==> src/rtl/id_ex_stage.sv <==
// id_ex_stage: ID/EX pipeline register with load-use bubble, stall data refresh and EX/MEM, MEM/WB operand forwarding
//   clk, rst                     : clock, asynchronous active-high reset
//   id_*                         : decoded instruction fields from ID
//   stall, flush                 : hold stage / kill stage
//   exm_*, mwb_*                 : writeback ports of EX/MEM and MEM/WB used as forwarding sources
//   ex_*, alu_a, alu_b, load_use : registered EX fields, forwarded ALU operands, ID hold request
module id_ex_stage #(
  parameter int DATA_W = 32,
  parameter int RA_W = 5
) (
  input  logic              clk,
  input  logic              rst,
  input  logic              id_valid,
  input  logic [4:0]        id_aluop,
  input  logic [RA_W-1:0]   id_rs1,
  input  logic [RA_W-1:0]   id_rs2,
  input  logic [RA_W-1:0]   id_rd,
  input  logic [DATA_W-1:0] id_rs1_data,
  input  logic [DATA_W-1:0] id_rs2_data,
  input  logic [DATA_W-1:0] id_imm,
  input  logic [DATA_W-1:0] id_pc,
  input  logic              id_asel_pc,
  input  logic              id_bsel_imm,
  input  logic              id_regwrite,
  input  logic              id_memread,
  input  logic              id_memwrite,
  input  logic              stall,
  input  logic              flush,
  input  logic              exm_regwrite,
  input  logic [RA_W-1:0]   exm_rd,
  input  logic [DATA_W-1:0] exm_result,
  input  logic              mwb_regwrite,
  input  logic [RA_W-1:0]   mwb_rd,
  input  logic [DATA_W-1:0] mwb_wdata,
  output logic              ex_valid,
  output logic [4:0]        ex_aluop,
  output logic [DATA_W-1:0] alu_a,
  output logic [DATA_W-1:0] alu_b,
  output logic [RA_W-1:0]   ex_rd,
  output logic              ex_regwrite,
  output logic              ex_memread,
  output logic              ex_memwrite,
  output logic [DATA_W-1:0] ex_store_data,
  output logic              load_use
);
  typedef struct packed {
    logic              valid;
    logic [4:0]        aluop;
    logic [RA_W-1:0]   rs1;
    logic [RA_W-1:0]   rs2;
    logic [RA_W-1:0]   rd;
    logic [DATA_W-1:0] rs1_data;
    logic [DATA_W-1:0] rs2_data;
    logic [DATA_W-1:0] imm;
    logic [DATA_W-1:0] pc;
    logic              asel_pc;
    logic              bsel_imm;
    logic              regwrite;
    logic              memread;
    logic              memwrite;
  } ex_t;
  ex_t q, d, id_pkt, hold;
  logic [DATA_W-1:0] fwd_a, fwd_b;
  // x0 is never a forwarding source; EX/MEM is younger so it wins over MEM/WB
  always_comb begin
    fwd_a = (exm_regwrite && |exm_rd && exm_rd == q.rs1) ? exm_result :
            (mwb_regwrite && |mwb_rd && mwb_rd == q.rs1) ? mwb_wdata : q.rs1_data;
    fwd_b = (exm_regwrite && |exm_rd && exm_rd == q.rs2) ? exm_result :
            (mwb_regwrite && |mwb_rd && mwb_rd == q.rs2) ? mwb_wdata : q.rs2_data;
  end
  assign load_use = q.valid && q.memread && id_valid && |q.rd && (q.rd == id_rs1 || q.rd == id_rs2);
  always_comb begin
    id_pkt = '{valid: id_valid, aluop: id_aluop, rs1: id_rs1, rs2: id_rs2, rd: id_rd,
               rs1_data: id_rs1_data, rs2_data: id_rs2_data, imm: id_imm, pc: id_pc,
               asel_pc: id_asel_pc, bsel_imm: id_bsel_imm, regwrite: id_regwrite,
               memread: id_memread, memwrite: id_memwrite};
    // a stalled stage captures forwarded operands so a writeback retiring mid-stall is kept
    hold = q;
    hold.rs1_data = fwd_a;
    hold.rs2_data = fwd_b;
    d = (flush || load_use) ? '0 : stall ? hold : id_valid ? id_pkt : '0;
  end
  always_ff @(posedge clk or posedge rst)
    if (rst) q <= '0;
    else q <= d;
  assign ex_valid = q.valid;
  assign ex_aluop = q.aluop;
  assign ex_rd = q.rd;
  assign ex_regwrite = q.regwrite;
  assign ex_memread = q.memread;
  assign ex_memwrite = q.memwrite;
  assign alu_a = q.asel_pc ? q.pc : fwd_a;
  assign alu_b = q.bsel_imm ? q.imm : fwd_b;
  assign ex_store_data = fwd_b;
endmodule

==> config.mk <==
export PLATFORM = sky130hd
export DESIGN_NAME = id_ex_stage
export DESIGN_NICKNAME = d
export VERILOG_FILES = /design/src/rtl/id_ex_stage.sv
export SDC_FILE = /design/constraint.sdc
export NUM_CORES = 1
export LEC_CHECK = 0
export CORE_MARGIN = 1
export CORE_UTILIZATION = 45
export DETAILED_ROUTE_END_ITERATION = 8
export PLACE_DENSITY_LB_ADDON = 0.25
export SYNTH_ARGS = -nofsm -noshare
export SYNTH_HDL_FRONTEND = slang
export SYNTH_SLANG_ARGS = --single-unit
==> constraint.sdc <==
create_clock -name clk -period 5.8 [get_ports clk]
set_input_delay 1.16 -clock clk [delete_from_list [all_inputs] [get_ports clk]]
set_output_delay 1.16 -clock clk [all_outputs]
set_load 0.005 [all_outputs]
### Word level (Yosys, flattened, before mapping)

Cells that the tools add are included.

* equal/unequal tests: 7
* reduce and logical (&&, ||, !) cells: 15
* muxes and demuxes: 9

Operator list (count)
* two-way mux 154 bit: 3
* two-way mux 32 bit: 6
* equality test 5 bit: 6
* OR reduction 5 bit: 3
* logical AND 1 bit: 10
* logical OR 1 bit: 2
* != test 2 x 1 -> 1 bit, second input constant: 1

* output and inout port bits: 111
* flip-flop bits (word level): 154
* input port bits: 234
* word-level logic and storage cells: 45

### Logic depth before layout (Yosys ltp)

* depth after elaboration: 7
* depth in mapped cells: 7
* gate-level depth less buffers: 5

### Worst setup path after synthesis

Ideal clock, no wire load.

* path type: in2out
* start: input mwb_rd[1]
* end: output alu_a[0]
* path buffers: 2
* data required time: 4.640 ns
* stages: 7
* setup slack: 1.850 ns
* arrival time: 2.790 ns
* cell sequence: or4_1 -> o21a_1 -> and3_1 -> buf_6 -> buf_6 -> a211o_1 -> a31o_2

* longest elaborated chain between the ends: 6
* elaborated cells on any way between the ends: 7
* classes of those cells: 1 x eq/ne; 3 x mux; 3 x reduce/logical

Ends and longest elaborated chain
* start, declared: line 33 `input logic [RA_W-1:0] mwb_rd,`
* OR reduction 5 bit: line 67 `(mwb_regwrite && |mwb_rd && mwb_rd == q.rs1) ? mwb_wdata : q.rs1_data;`
* logical AND 1 bit: line 67
* logical AND 1 bit *: line 67
* two-way mux 32 bit *: line 67
* two-way mux 32 bit *: line 66 `fwd_a = (exm_regwrite && |exm_rd && exm_rd == q.rs1) ? exm_result :`
* two-way mux 32 bit *: line 92 `assign alu_a = q.asel_pc ? q.pc : fwd_a;`
* end, declared: line 37 `output logic [DATA_W-1:0] alu_a,`

Every way passes the cells marked *; elsewhere a longest branch is shown, timed or not.

### Worst setup path after layout

* start: input exm_rd[1]
* end: output alu_b[31]

* longest elaborated chain between the ends: 5
* elaborated cells on any way between the ends: 6
* classes of those cells: 1 x eq/ne; 2 x mux; 3 x reduce/logical

Ends and longest elaborated chain
* start, declared: line 30 `input logic [RA_W-1:0] exm_rd,`
* OR reduction 5 bit: line 68 `fwd_b = (exm_regwrite && |exm_rd && exm_rd == q.rs2) ? exm_result :`
* logical AND 1 bit: line 68
* logical AND 1 bit *: line 68
* two-way mux 32 bit *: line 68
* two-way mux 32 bit *: line 93 `assign alu_b = q.bsel_imm ? q.imm : fwd_b;`
* end, declared: line 38 `output logic [DATA_W-1:0] alu_b,`

Marks and branches as above.

==> flow_metrics.py <==
metrics = {
    "logic_synthesis": {
        "ys_warn_count": 0,
        "synth_edf_count": 0,
        "synthCells": 894,
        "synth_top_family_by_area": "compound AO/OA/AOI/OAI gates",
        "ys_ff_latch": 154,
        "ys_seq_area_share_pct": 41.5,
        "synthAdderAreaFrac_pct": 0,
        "synth-main-ff-cell": "dfrtp_1",
        "synthXorXnorAreaFrac_pct": 2.83,
        "synth_mux_area_share_pct": 3.88,
        "ys_types": 39,
        "synth_fp_nets": 1128,
        "synth_compound_area_share_pct": 30.6,
        "syn_avg_cell_area_um2": 10.4,
        "synthSimpleGateAreaFrac_pct": 11.8,
        "syn_area_mm2": 0.00929,
        "async_flop_share_pct": 100,
    },
    "global_route": {
        "grt.total_usage_pct": 31.9,
        "gr-usage-met3_pct": 7.18,
        "antenna_found_initial": 1,
        "grt_busiest_layer": "met2",
        "use_met1_pct": 42.3,
        "use_met2_pct": 51.3,
        "grt_pass1_wl_um": 52800,
        "grt.overflow.total": 0,
        "grt_pass1_vias": 8946,
        "grt_max_degree": 155,
    },
    "clock_tree": {
        "post_cts_buffers": 0,
        "htree_levels": 4,
        "clk_pin_slew_worst_paths_ns": 0.07,
        "cts.sinks": 154,
        "cts_tree": "built",
        "ctsHoldBuffers": 0,
        "clockBufferDepth": 2,
        "cts_resized": 0,
        "worstSkewPairLatency_ns": 0.43,
        "numCtsBuffers": 17,
        "cts_root_buf": "clkbuf_16",
    },
    "worst_setup_path": {
        "crit_top_cell": "clkdlybuf4s50_1",
        "crit_path_start_kind": "input port",
        "crit_type": "input port to output port",
        "critPathArrivalTime_ns": 4.18,
        "critPathTopFamily": "buffers and inverters",
        "slowest_delay_ns": 0.71,
        "crit_buf_inv": 3,
        "cp_max_fo": 33,
        "path_cells": "clkdlybuf4s50_1 -> xor2_4 -> or4_2 -> buf_4 -> a31oi_1 -> mux2_2 -> clkdlybuf4s50_1",
        "critPathRequiredTime_ns": 4.64,
        "critical-path-slowest-cell": "or4_2",
        "end_kind": "output port",
    },
    "placed_design": {
        "dpl.cell_count": 1389,
        "gp_congestion": 0.856,
        "numPortBuffers": 344,
        "dpl.hpwl_um": 21700,
        "post_dp_cell_area_mm2": 0.0126,
    },
    "route": {
        "wirelength_um": 33400,
        "firstDrtPassIters": 7,
        "drt_iter0_drc": 641,
        "antenna_left": 0,
        "wire_per_inst_um": 23.5,
        "via_count": 8804,
        "drcViolationCount": 0,
        "viasPerCell": 6.19,
    },
    "final_layout": {
        "stdcell_count": 1422,
        "nets": 1372,
        "syn2layout_area_growth_pct": 42.4,
        "mostFrequentLayoutCells": "344 x clkdlybuf4s50_1, 153 x dfrtp_1, 121 x a22o_1, 36 x a31oi_1, 34 x inv_1",
        "final_util_pct": 65.4,
        "postLayoutCellArea_mm2": 0.0132,
        "fillers": 1621,
        "mostFrequentLayoutCell": "clkdlybuf4s50_1",
        "drive_gt1_share_pct": 14.0,
    },
    "sta": {
        "period_needed_ns": 5.34,
        "hold_ws_ns": 0.490,
        "fmax_mhz": 187,
        "fin_crit_sh_pct": 92.1,
        "tightest_slew_ns": 0.954,
        "skew_ns": 0.0104,
        "drv_slew": 0,
        "setup_violations": 0,
        "finalSetupTns_ns": 0,
        "slew_headroom_pct": 36.4,
        "final-hold-violation-count": 0,
        "rsz0062_at_grt": "no",
    },
    "worst_hold_path": {
        "hold_path_class": "flop to flop",
    },
    "power": {
        "peakVddDrop_mv": 0.197,
        "p_leak_nw": 5.44,
        "pwr_density_cell_mw_per_mm2": 224,
    },
    "die": {
        "die_y_um": 146,
        "ios": 345,
        "core_area_mm2": 0.0202,
        "die_w_um": 146,
        "start_util_pct": 45.9,
        "num_rows": 52,
        "die-area_mm2": 0.0212,
    },
    "outcome": {
        "status": "completed",
    },
    "run": {
        "maxCapViolations": 0,
    },
}
[sequential cells by signal, summed over array words and instances, names as in the netlist]
register / count
hold: 76
q: 64
ex_aluop: 5
ex_rd: 5
ex_memread: 1
ex_memwrite: 1
ex_regwrite: 1
ex_valid: 1
[worst paths after layout]
path	from	end	slack, ns	cells after the start
setup / recovery	exm_rd[1]	alu_b[31]	0.46	7
hold / removal	hold[20]	hold[20]	0.49	1
setup reg to reg	hold[141]	q[100]	3.24	5
hold reg to reg	hold[20]	hold[20]	0.49	1
max in group asynchronous	rst	hold[142]	3.49	3
min in group asynchronous	rst	hold[32]	1.23	2
[synthesized netlist by cell type, types with 5 or more instances]
master	instances	area, um2
nand3_1	5	25.0
a31oi_2	28	350
a211o_1	32	280
and2_1	33	206
a22o_1	121	1060
dfrtp_1	154	3850
xor2_1	14	123
or3_1	33	206
a32o_1	32	320
inv_1	35	131
nor3_1	35	175
nand4_1	32	200
buf_2	13	65.1
nand2b_1	33	206
buf_6	5	56.3
xnor2_1	16	140
o31ai_1	32	240
a31o_2	32	280
clkbuf_1	74	278
a31oi_1	36	225
buf_4	44	330
mux2_2	30	338
[where the power goes]
part | internal [mW] | switching [mW] | total (mW) | leakage [nW]
registers | 1.12 | 0.0271 | 1.14 | 2.10
clock network | 0.695 | 0.477 | 1.17 | 0.281
logic | 0.350 | 0.292 | 0.643 | 3.06
total | 2.16 | 0.797 | 2.96 | 5.44
[layout make-up]
cell class	instances	area [um2]	share of cell area (%)
tap	270	338	2.55
antenna	1	2.50	0.0189
timing repair buffer	365	3640	27.5
sequential	154	3850	29.1
clock buffer	20	447	3.37
inverter	35	136	1.03
multi-input combinational	565	4650	35.2
clock inverter	12	165	1.25
[kinds of logic after synthesis]
logic type             count (synthesis)
buffers and inverters                175
multiplexers                          32
XOR/XNOR                              30
AND/OR/NAND/NOR                      182
AO/OA/AOI/OAI                        321
flip-flops                           154
[routing by layer]
metal | part of all wire, % | up-vias
li1 | - | 3894
met1 | 41 | 4298
met2 | 47 | 537
met3 | 8.7 | 75
met4 | 2.9 | 0
met5 | 0 | -
[through the flow]
| step | power (mW) | worst slack [ns] |
|---|---|---|
| 6_report | 2.96 | 0.455 |
| 5_1_grt | 3.07 | 0.361 |
| 4_1_cts | 2.97 | 0.402 |
| 3_5_place_dp | 1.80 | 0.406 |
| 3_3_place_gp | 1.79 | 0.493 |
| 2_1_floorplan | 1.45 | 0.490 |
Power figures use the tool's default switching activity.
